==> src/rtl/cpu_pkg.sv <==
// Shared CPU definitions: default datapath widths, the NOP encoding, the fetch FSM state type
// and the default instruction ROM image.
package cpu_pkg;

  localparam int unsigned PC_W_DEF     = 5;
  localparam int unsigned INSTR_W_DEF  = 32;
  localparam int unsigned ROM_BITS_DEF = (1 << PC_W_DEF) * INSTR_W_DEF;

  localparam logic [INSTR_W_DEF-1:0] NOP_INSTR = 32'h0000_0000;

  typedef enum logic [1:0] {
    StFill,
    StRun,
    StHold,
    StBubble
  } fetch_state_e;

  // Default hex image: word i holds the value i, so a fetched word names its own address.
  function automatic logic [ROM_BITS_DEF-1:0] ramp_image();
    logic [ROM_BITS_DEF-1:0] img;
    img = '0;
    for (int i = 0; i < (1 << PC_W_DEF); i++) begin
      img[i*INSTR_W_DEF +: INSTR_W_DEF] = INSTR_W_DEF'(i);
    end
    return img;
  endfunction

endpackage

==> src/rtl/fetch_unit_instr_rom.sv <==
// Synchronous-read instruction ROM with a registered data output; contents come from a flat
// hex image parameter, word 0 in the least-significant bits.
module instr_rom #(
  parameter int unsigned PC_W    = cpu_pkg::PC_W_DEF,
  parameter int unsigned INSTR_W = cpu_pkg::INSTR_W_DEF,
  parameter logic [(1 << PC_W)*INSTR_W-1:0] IMAGE = '0
) (
  input  logic               clk,
  input  logic [PC_W-1:0]    addr,
  output logic [INSTR_W-1:0] rdata
);

  logic [INSTR_W-1:0] mem [1 << PC_W];

  for (genvar i = 0; i < (1 << PC_W); i++) begin : g_unpack
    assign mem[i] = IMAGE[i*INSTR_W +: INSTR_W];
  end

  always_ff @(posedge clk) begin
    rdata <= mem[addr];
  end

endmodule

==> src/rtl/fetch_unit.sv <==
// Instruction-fetch front end: owns the PC, reads the instruction ROM and hands one instruction
// per cycle to decode, honouring stalls and branch redirects from memory/writeback.
module fetch_unit
  import cpu_pkg::*;
#(
  parameter int unsigned PC_W             = PC_W_DEF,
  parameter int unsigned INSTR_W          = INSTR_W_DEF,
  parameter logic [INSTR_W-1:0] NOP       = NOP_INSTR,
  parameter int unsigned REDIRECT_BUBBLES = 0,
  parameter logic [(1 << PC_W)*INSTR_W-1:0] ROM_IMAGE = ramp_image()
) (
  input  logic               clk,
  input  logic               rst,
  input  logic               stall,
  input  logic               should_jump,
  input  logic [PC_W-1:0]    jump_target,
  output logic [PC_W-1:0]    if_pc,
  output logic [INSTR_W-1:0] if_instr,
  output logic               if_valid,
  output logic [15:0]        redirect_count
);

  fetch_state_e state_q, state_d;
  logic [PC_W-1:0] fetch_pc_q, fetch_pc_d;
  logic [PC_W-1:0] if_pc_q, if_pc_d;
  logic            valid_q, valid_d;
  logic [2:0]      bcnt_q, bcnt_d;
  logic [15:0]     rcnt_q, rcnt_d;

  logic            redirect;
  logic            hold;
  logic            advance;
  logic [PC_W-1:0] rom_addr;
  logic [INSTR_W-1:0] rom_rdata;

  assign redirect = should_jump && (state_q != StFill);
  // A stalled edge re-reads if_pc so the registered ROM output is unchanged across the stall,
  // including the first stalled edge taken from RUN.
  assign hold     = !redirect && stall && ((state_q == StRun) || (state_q == StHold));
  assign rom_addr = hold ? if_pc_q : fetch_pc_q;

  instr_rom #(
    .PC_W    (PC_W),
    .INSTR_W (INSTR_W),
    .IMAGE   (ROM_IMAGE)
  ) u_rom (
    .clk   (clk),
    .addr  (rom_addr),
    .rdata (rom_rdata)
  );

  always_comb begin
    state_d    = state_q;
    fetch_pc_d = fetch_pc_q;
    if_pc_d    = if_pc_q;
    valid_d    = valid_q;
    bcnt_d     = bcnt_q;
    rcnt_d     = rcnt_q;
    advance    = 1'b0;

    if (redirect) begin
      valid_d    = 1'b0;
      fetch_pc_d = jump_target;
      bcnt_d     = 3'(REDIRECT_BUBBLES);
      state_d    = StBubble;
      if (rcnt_q != 16'hFFFF) begin
        rcnt_d = rcnt_q + 16'd1;
      end
    end else begin
      unique case (state_q)
        StFill: begin
          advance = 1'b1;
          state_d = StRun;
        end
        StRun, StHold: begin
          if (stall) begin
            state_d = StHold;
          end else begin
            advance = 1'b1;
            state_d = StRun;
          end
        end
        StBubble: begin
          if (bcnt_q != 3'd0) begin
            bcnt_d = bcnt_q - 3'd1;
          end else begin
            advance = 1'b1;
            state_d = StRun;
          end
        end
      endcase
    end

    if (advance) begin
      if_pc_d    = fetch_pc_q;
      valid_d    = 1'b1;
      fetch_pc_d = fetch_pc_q + 1'b1;
    end
  end

  always_ff @(posedge clk or posedge rst) begin
    if (rst) begin
      state_q    <= StFill;
      fetch_pc_q <= '0;
      if_pc_q    <= '0;
      valid_q    <= 1'b0;
      bcnt_q     <= 3'd0;
      rcnt_q     <= 16'd0;
    end else begin
      state_q    <= state_d;
      fetch_pc_q <= fetch_pc_d;
      if_pc_q    <= if_pc_d;
      valid_q    <= valid_d;
      bcnt_q     <= bcnt_d;
      rcnt_q     <= rcnt_d;
    end
  end

  // ROM data is never reset; the valid flag masks it so reset shows NOP at once.
  assign if_pc          = if_pc_q;
  assign if_valid       = valid_q;
  assign if_instr       = valid_q ? rom_rdata : NOP;
  assign redirect_count = rcnt_q;

endmodule
==> config.mk <==
export PLATFORM = sky130hd
export DESIGN_NAME = fetch_unit
export DESIGN_NICKNAME = d
export VERILOG_FILES = /design/src/rtl/cpu_pkg.sv /design/src/rtl/fetch_unit_instr_rom.sv /design/src/rtl/fetch_unit.sv
export SDC_FILE = /design/constraint.sdc
export NUM_CORES = 1
export LEC_CHECK = 0
export ABC_CLOCK_PERIOD_IN_PS = 2300
export CORE_AREA = 2 2 74 76
export DETAILED_ROUTE_END_ITERATION = 8
export DIE_AREA = 0 0 76 78
export DONT_BUFFER_PORTS = 1
export GPL_TIMING_DRIVEN = 0
export PLACE_DENSITY_LB_ADDON = 0.08
export SYNTH_ARGS = -nofsm -noshare
export SYNTH_HDL_FRONTEND = slang
export SYNTH_SLANG_ARGS = --single-unit
==> constraint.sdc <==
create_clock -name clk -period 2.3 [get_ports clk]
set_input_delay 0.46 -clock clk [delete_from_list [all_inputs] [get_ports clk]]
set_output_delay 0.46 -clock clk [all_outputs]
set_load 0.02 [all_outputs]
Word-level counts from Yosys, hierarchy flattened
Memory sizes are Yosys's and may differ from the RTL's. A register that Yosys moved wholly into a read port is not among the register bits.
Index checks and enable logic that the tools add are counted.
Operators by class
  eq/ne operators: 5
  mux-type cells: 17
  add/sub/neg operators: 3
  reductions and logical operators: 14
  bitwise logic cells: 1
Operator list (count)
  32-bit 2-to-1 mux: 1
  16-bit by 1-bit adder with 16-bit output (second input constant): 1
  16-bit inequality test (second input constant): 1
  5-bit 2-to-1 mux: 3
  3-bit 2-to-1 mux: 3
  2-bit nonzero test: 4
  2-bit 2-to-1 mux: 3
  5-bit inverter with 6-bit output: 1
  2-bit one-hot mux with 3 select lines: 1
  5-bit by 1-bit adder with 5-bit output (second input constant): 1
  1-bit 2-to-1 mux: 5
  2-bit == test (second input constant): 2
  2-bit AND reduction: 2
  1-bit logical AND: 3
  3-bit inequality test (second input constant): 1
  1-bit one-hot mux with 3 select lines: 1
  3-bit nonzero test: 1
  3-bit by 1-bit subtractor with 3-bit output (second input constant): 1
  2-bit by 1-bit == test with 1-bit output (second input constant): 1
  2-bit logical NOT: 1
  2-bit OR reduction: 1
  1-bit logical NOT: 1
  1-bit logical OR: 1
Storage, ports and cells
  ROM bits: 1024
  output and inout bits: 54
  register bits: 32
  memories kept: 1
Memory list
  (name not given): words 32, width 32, read ports 1, clocked after memory_dff 1, wr ports 0, RTL line fetch_unit_instr_rom.sv:20  | rdata <= mem[addr];

Longest topological paths before layout
  depth in word-level cells: 7
  mapped depth: 7

Hierarchy
A second synthesis with hierarchy kept.
Second synthesis, totals
  cells, all modules: 224
  area total of the unflattened synthesis: 2193.4 µm²
By module, submodules not included
  fetch_unit: seq. area each 800.8 µm², cells an instance 191, times used 1, area each 1886.8 µm²
  instr_rom: seq. area each 100.1 µm², cells an instance 33, times used 1, area each 306.5 µm²

Worst setup path after synthesis
OpenSTA, ideal clock, no wires.
  path type: reg2reg
  start: register rcnt_q[0] (netlist: redirect_count[0])
  end: register rcnt_q[1] (netlist: redirect_count[1])
  cell stages (with the launch flop): 7
  path slack: 231 ps
  required time: 2175 ps
  buffers on the path: 1
  setup time: 125 ps
  arrival: 1944 ps
  cell sequence: dfrtp_1 ha_1 nand3_4 or4_4 buf_6 and2_4 mux2_4
Between the ends
  longest elaborated chain between the ends: 2
RTL lines
  start: declaration: RTL line fetch_unit.sv:28  | logic [15:0] rcnt_q, rcnt_d;
  start signal: assignment: RTL line fetch_unit.sv:115  | rcnt_q <= rcnt_d;
  parallel branches: the longest is 2 deep, another holds 16-bit by 1-bit adder with 16-bit output
Parallel ways; which one is timed is not known.
A chain may end at the register's enable or synchronous reset.

Worst setup path in the final report
Ends and elaborated chain as after synthesis.

==> results.cfg <==
[synthesis]
synth_seq_cells = 37
synthDistinctLibCells = 38
yosysWarningCount = 0
synthesis.area_per_instance_um2 = 10.26
syn_inst = 196
synth_sequential_area_ratio_pct = 44.80
number_of_enable_type_register_cells_in_the_synthesized_netlist = 0
async_reset_ff_share_pct = 86.49
syn_area_um2 = 2011
postSynth.topFlopCell = dfrtp_1

[drt]
detail-route-antenna-nets = 0
avgRoutedWirePerCell_um = 13.10
drc = 0
number_of_search_and_repair_iterations_in_the_first_detailed_routing_pass = 4
routed-via-count = 1384
post_drt_via_cell_ratio = 4.598
routed_wirelength_um = 3944
drt-initial-drc-count = 34

[floorplan]
core_area_um2 = 5042
placementRows = 26
chipHeight_um = 78
initial_utilization_pct = 39.88
io-pin-count = 63
die_x_um = 76
design.die.area_um2 = 5928

[place]
post-dp-hpwl_um = 3005
finalWeightedCongestion = 0.8047
placed_cells = 292
numPortBuffers = 0
dpl_worst_slack_ns = 0.08929

[pwr]
cellInternalPower_uw = 1629
fin_total_pwr_uw = 2736
max-vdd-ir-drop_mv = 0.4721
power.switching_fraction_pct = 40.47
p_seq_share_pct = 46.6
power_leakage_uw = 0.001083
share_clk_of_total_power_pct = 21.0
net_sw_power_uw = 1107
power.combinational.fraction_pct = 32.4
cellPowerDensity_nw_per_um2 = 1167

[finish]
finalNetCount = 246
fin_util_pct = 46.50
drive_above_1_share_pct = 24.24
fillerInstances = 492
growth_of_design_area_from_synthesis_to_finish_pct = 16.61
insertedDiodeCount = 0
finalNonFillerCells = 301

[clock_network]
cts.hold.buffers_added = 0
cts_inserted_buffers = 5
tritoncts_num_sinks = 37
cts_max_level = 2
clock_root_buffer = clkbuf_8
clk_path_buf_depth = 2
clkLatencyLatePin_ns = 0.29
tritoncts_clock_tree = built
clk_transition_reported_paths_ns = 0.08

[worst_setup_path]
critical_path_arrival_ns = 2.39
startpoint_type = flip-flop
crit_type = flip-flop to flip-flop
crit_start = redirect_count[0]$_DFFE_PP0P_
timing.critical_path.required_ns = 2.48
rr_startpoint = redirect_count[0]$_DFFE_PP0P_
timing.critical_path.fanout_max = 7
critPathCaptureType = flip-flop

[run]
maxCapViolCount = 0

[timing]
setup-violations-final = 0
worst_margin_pin_slew_ns = 0.5954
clock_skew_ns = 0.007736
postLayoutSetupSlackWorst_ns = 0.08869
relative_slew_margins_pct = 60.06
setup_total_negative_slack_ns = 0
final-max-slew-violation-count = 0
fmax_mhz = 452.2
final_min_period_over_clock_period_pct = 96.14
period_needed_ns = 2.211
unrepaired_setup_endpoints_after_global_routing = true
report.final.hold_viol_count = 0

[outcome]
run_status = complete, no violations

[global_route]
groute.usage.overall_pct = 13.90
grt_pass1_vias = 1410
antenna_found_initial = 0
grt_first_pass_wirelength_um = 6582
grt_max_degree = 33
grt_total_ovfl = 0

[worst_hold_path]
worstHoldPathType = input port to async pin
-- Yosys cell counts, types with 3 or more instances --
cell       n  area share [%]
inv_1      7             1.3
nor2b_1    3            0.93
ha_1       7             4.4
a21oi_1   10             2.5
nand3_1    7             1.7
o21ai_0    3            0.75
nand4_1    3            0.93
mux2_2    12             6.7
xor2_1     3             1.3
dfxtp_1    5             5.0
clkbuf_1   3            0.56
nor4_1     3            0.93
and2_1     6             1.9
nand2_1    9             1.7
xnor2_1   11             4.8
dfrtp_1   32              40
and3_1     4             1.2
buf_4     27              10
a31oi_1    3            0.93
nor2_1    16             3.0
-- cells in the final DEF (no fill, tap or decap), drive strengths merged, types with 4 or more instances in the layout --
cell	count
a21oi	10
and2	7
and3	4
buf	29
clkbuf	8
conb	27
dfrtp	32
dfxtp	5
ha	7
inv	6
mux2	13
nand2	9
nand3	8
nand4	4
nor2	16
xnor2	11
-- critical path, cell delays in order, from the launching register on --
cell     delay [ns]
dfrtp_1        0.53
ha_1           0.30
nand3_4        0.12
or4_4          0.56
buf_6          0.15
and2_4         0.16
mux2_4         0.29
-- cell families (layout without fill, tap and decap cells) --
logic type      count (synthesis)  in the layout  synth area share (%)
flops                          37             37                 44.80
simple gates                   62             62                 17.11
xor+xnor                       14             14                 6.098
fa+ha+maj                       7              7                 4.356
buf+inv                        38             47                 12.51
compound gates                 23             23                 6.970
mux                            14             14                 7.965
other cells                     1             27                0.1865
-- timing repair --
item | 4_1_cts | 5_1_grt
setup endpoints to repair | 0 | 1
setup buffers | 0 | 0
resized for setup | 0 | 1
-- layout make-up --
cell class / count / area (um^2) / area share (%)
multi-input combinational: 147 / 962.2 / 41.04
tap: 70 / 87.58 / 3.735
clock buffer: 5 / 68.82 / 2.935
clock inverter: 3 / 46.29 / 1.974
sequential: 37 / 900.9 / 38.42
timing repair buffer: 1 / 27.53 / 1.174
buffer: 31 / 225.2 / 9.605
inverter: 7 / 26.28 / 1.121
-- metrics by stage --
step / hold WS, ns / area [um^2]
CTS: 0.2723 / 2311
global placement: 0.5200 / 2196
global route: 0.05237 / 2345
finish: 0.04016 / 2345
floorplan: 0.5051 / 2108
detailed placement: 0.5322 / 2196
-- flip-flops by register name, indices dropped and copies added, names as in the netlist --
signal,cells
bcnt_q,3
fetch_pc_q,5
if_pc,5
if_valid,1
redirect_count,16
state_q,2
u_rom.rdata,5
-- power groups by stage --
| stage | Combinational (uW) | Sequential (uW) | Clock, uW |
|---|---|---|---|
| global placement | 858 | 1280 | 0 |
| CTS | 895 | 1280 | 594 |
| detailed placement | 890 | 1290 | 0 |
| global route | 1000 | 1320 | 624 |
| floorplan | 767 | 1220 | 0 |
| finish | 887 | 1270 | 575 |
-- metal layers --
metal  part of all wire (%)  up-vias  global-route usage [%]  wire [um]
li1                       -      686                       -          -
met1                     41      651                   15.51       1621
met2                     51       43                   24.29       1994
met3                    7.4        4                   5.349        292
met4                   0.91        0                   4.909         36
met5                      0        -                       0          0
-- final timing paths --
check | endpoint | slack (ns) | cells past startpoint
max | redirect_count[1]$_DFFE_PP0P_ | 0.09 | 6
min | if_pc[3]$_DFFE_PP0P_ | 0.04 | 1
max reg2reg | redirect_count[1]$_DFFE_PP0P_ | 0.09 | 6
min reg2reg | bcnt_q[0]$_DFFE_PP0P_ | 0.55 | 2
max in group asynchronous | redirect_count[13]$_DFFE_PP0P_ | 1.81 | 2
min in group clk | fetch_pc_q[1]$_DFFE_PP0P_ | 0.28 | 2
Note: power is estimated with default switching activity, not from simulation.
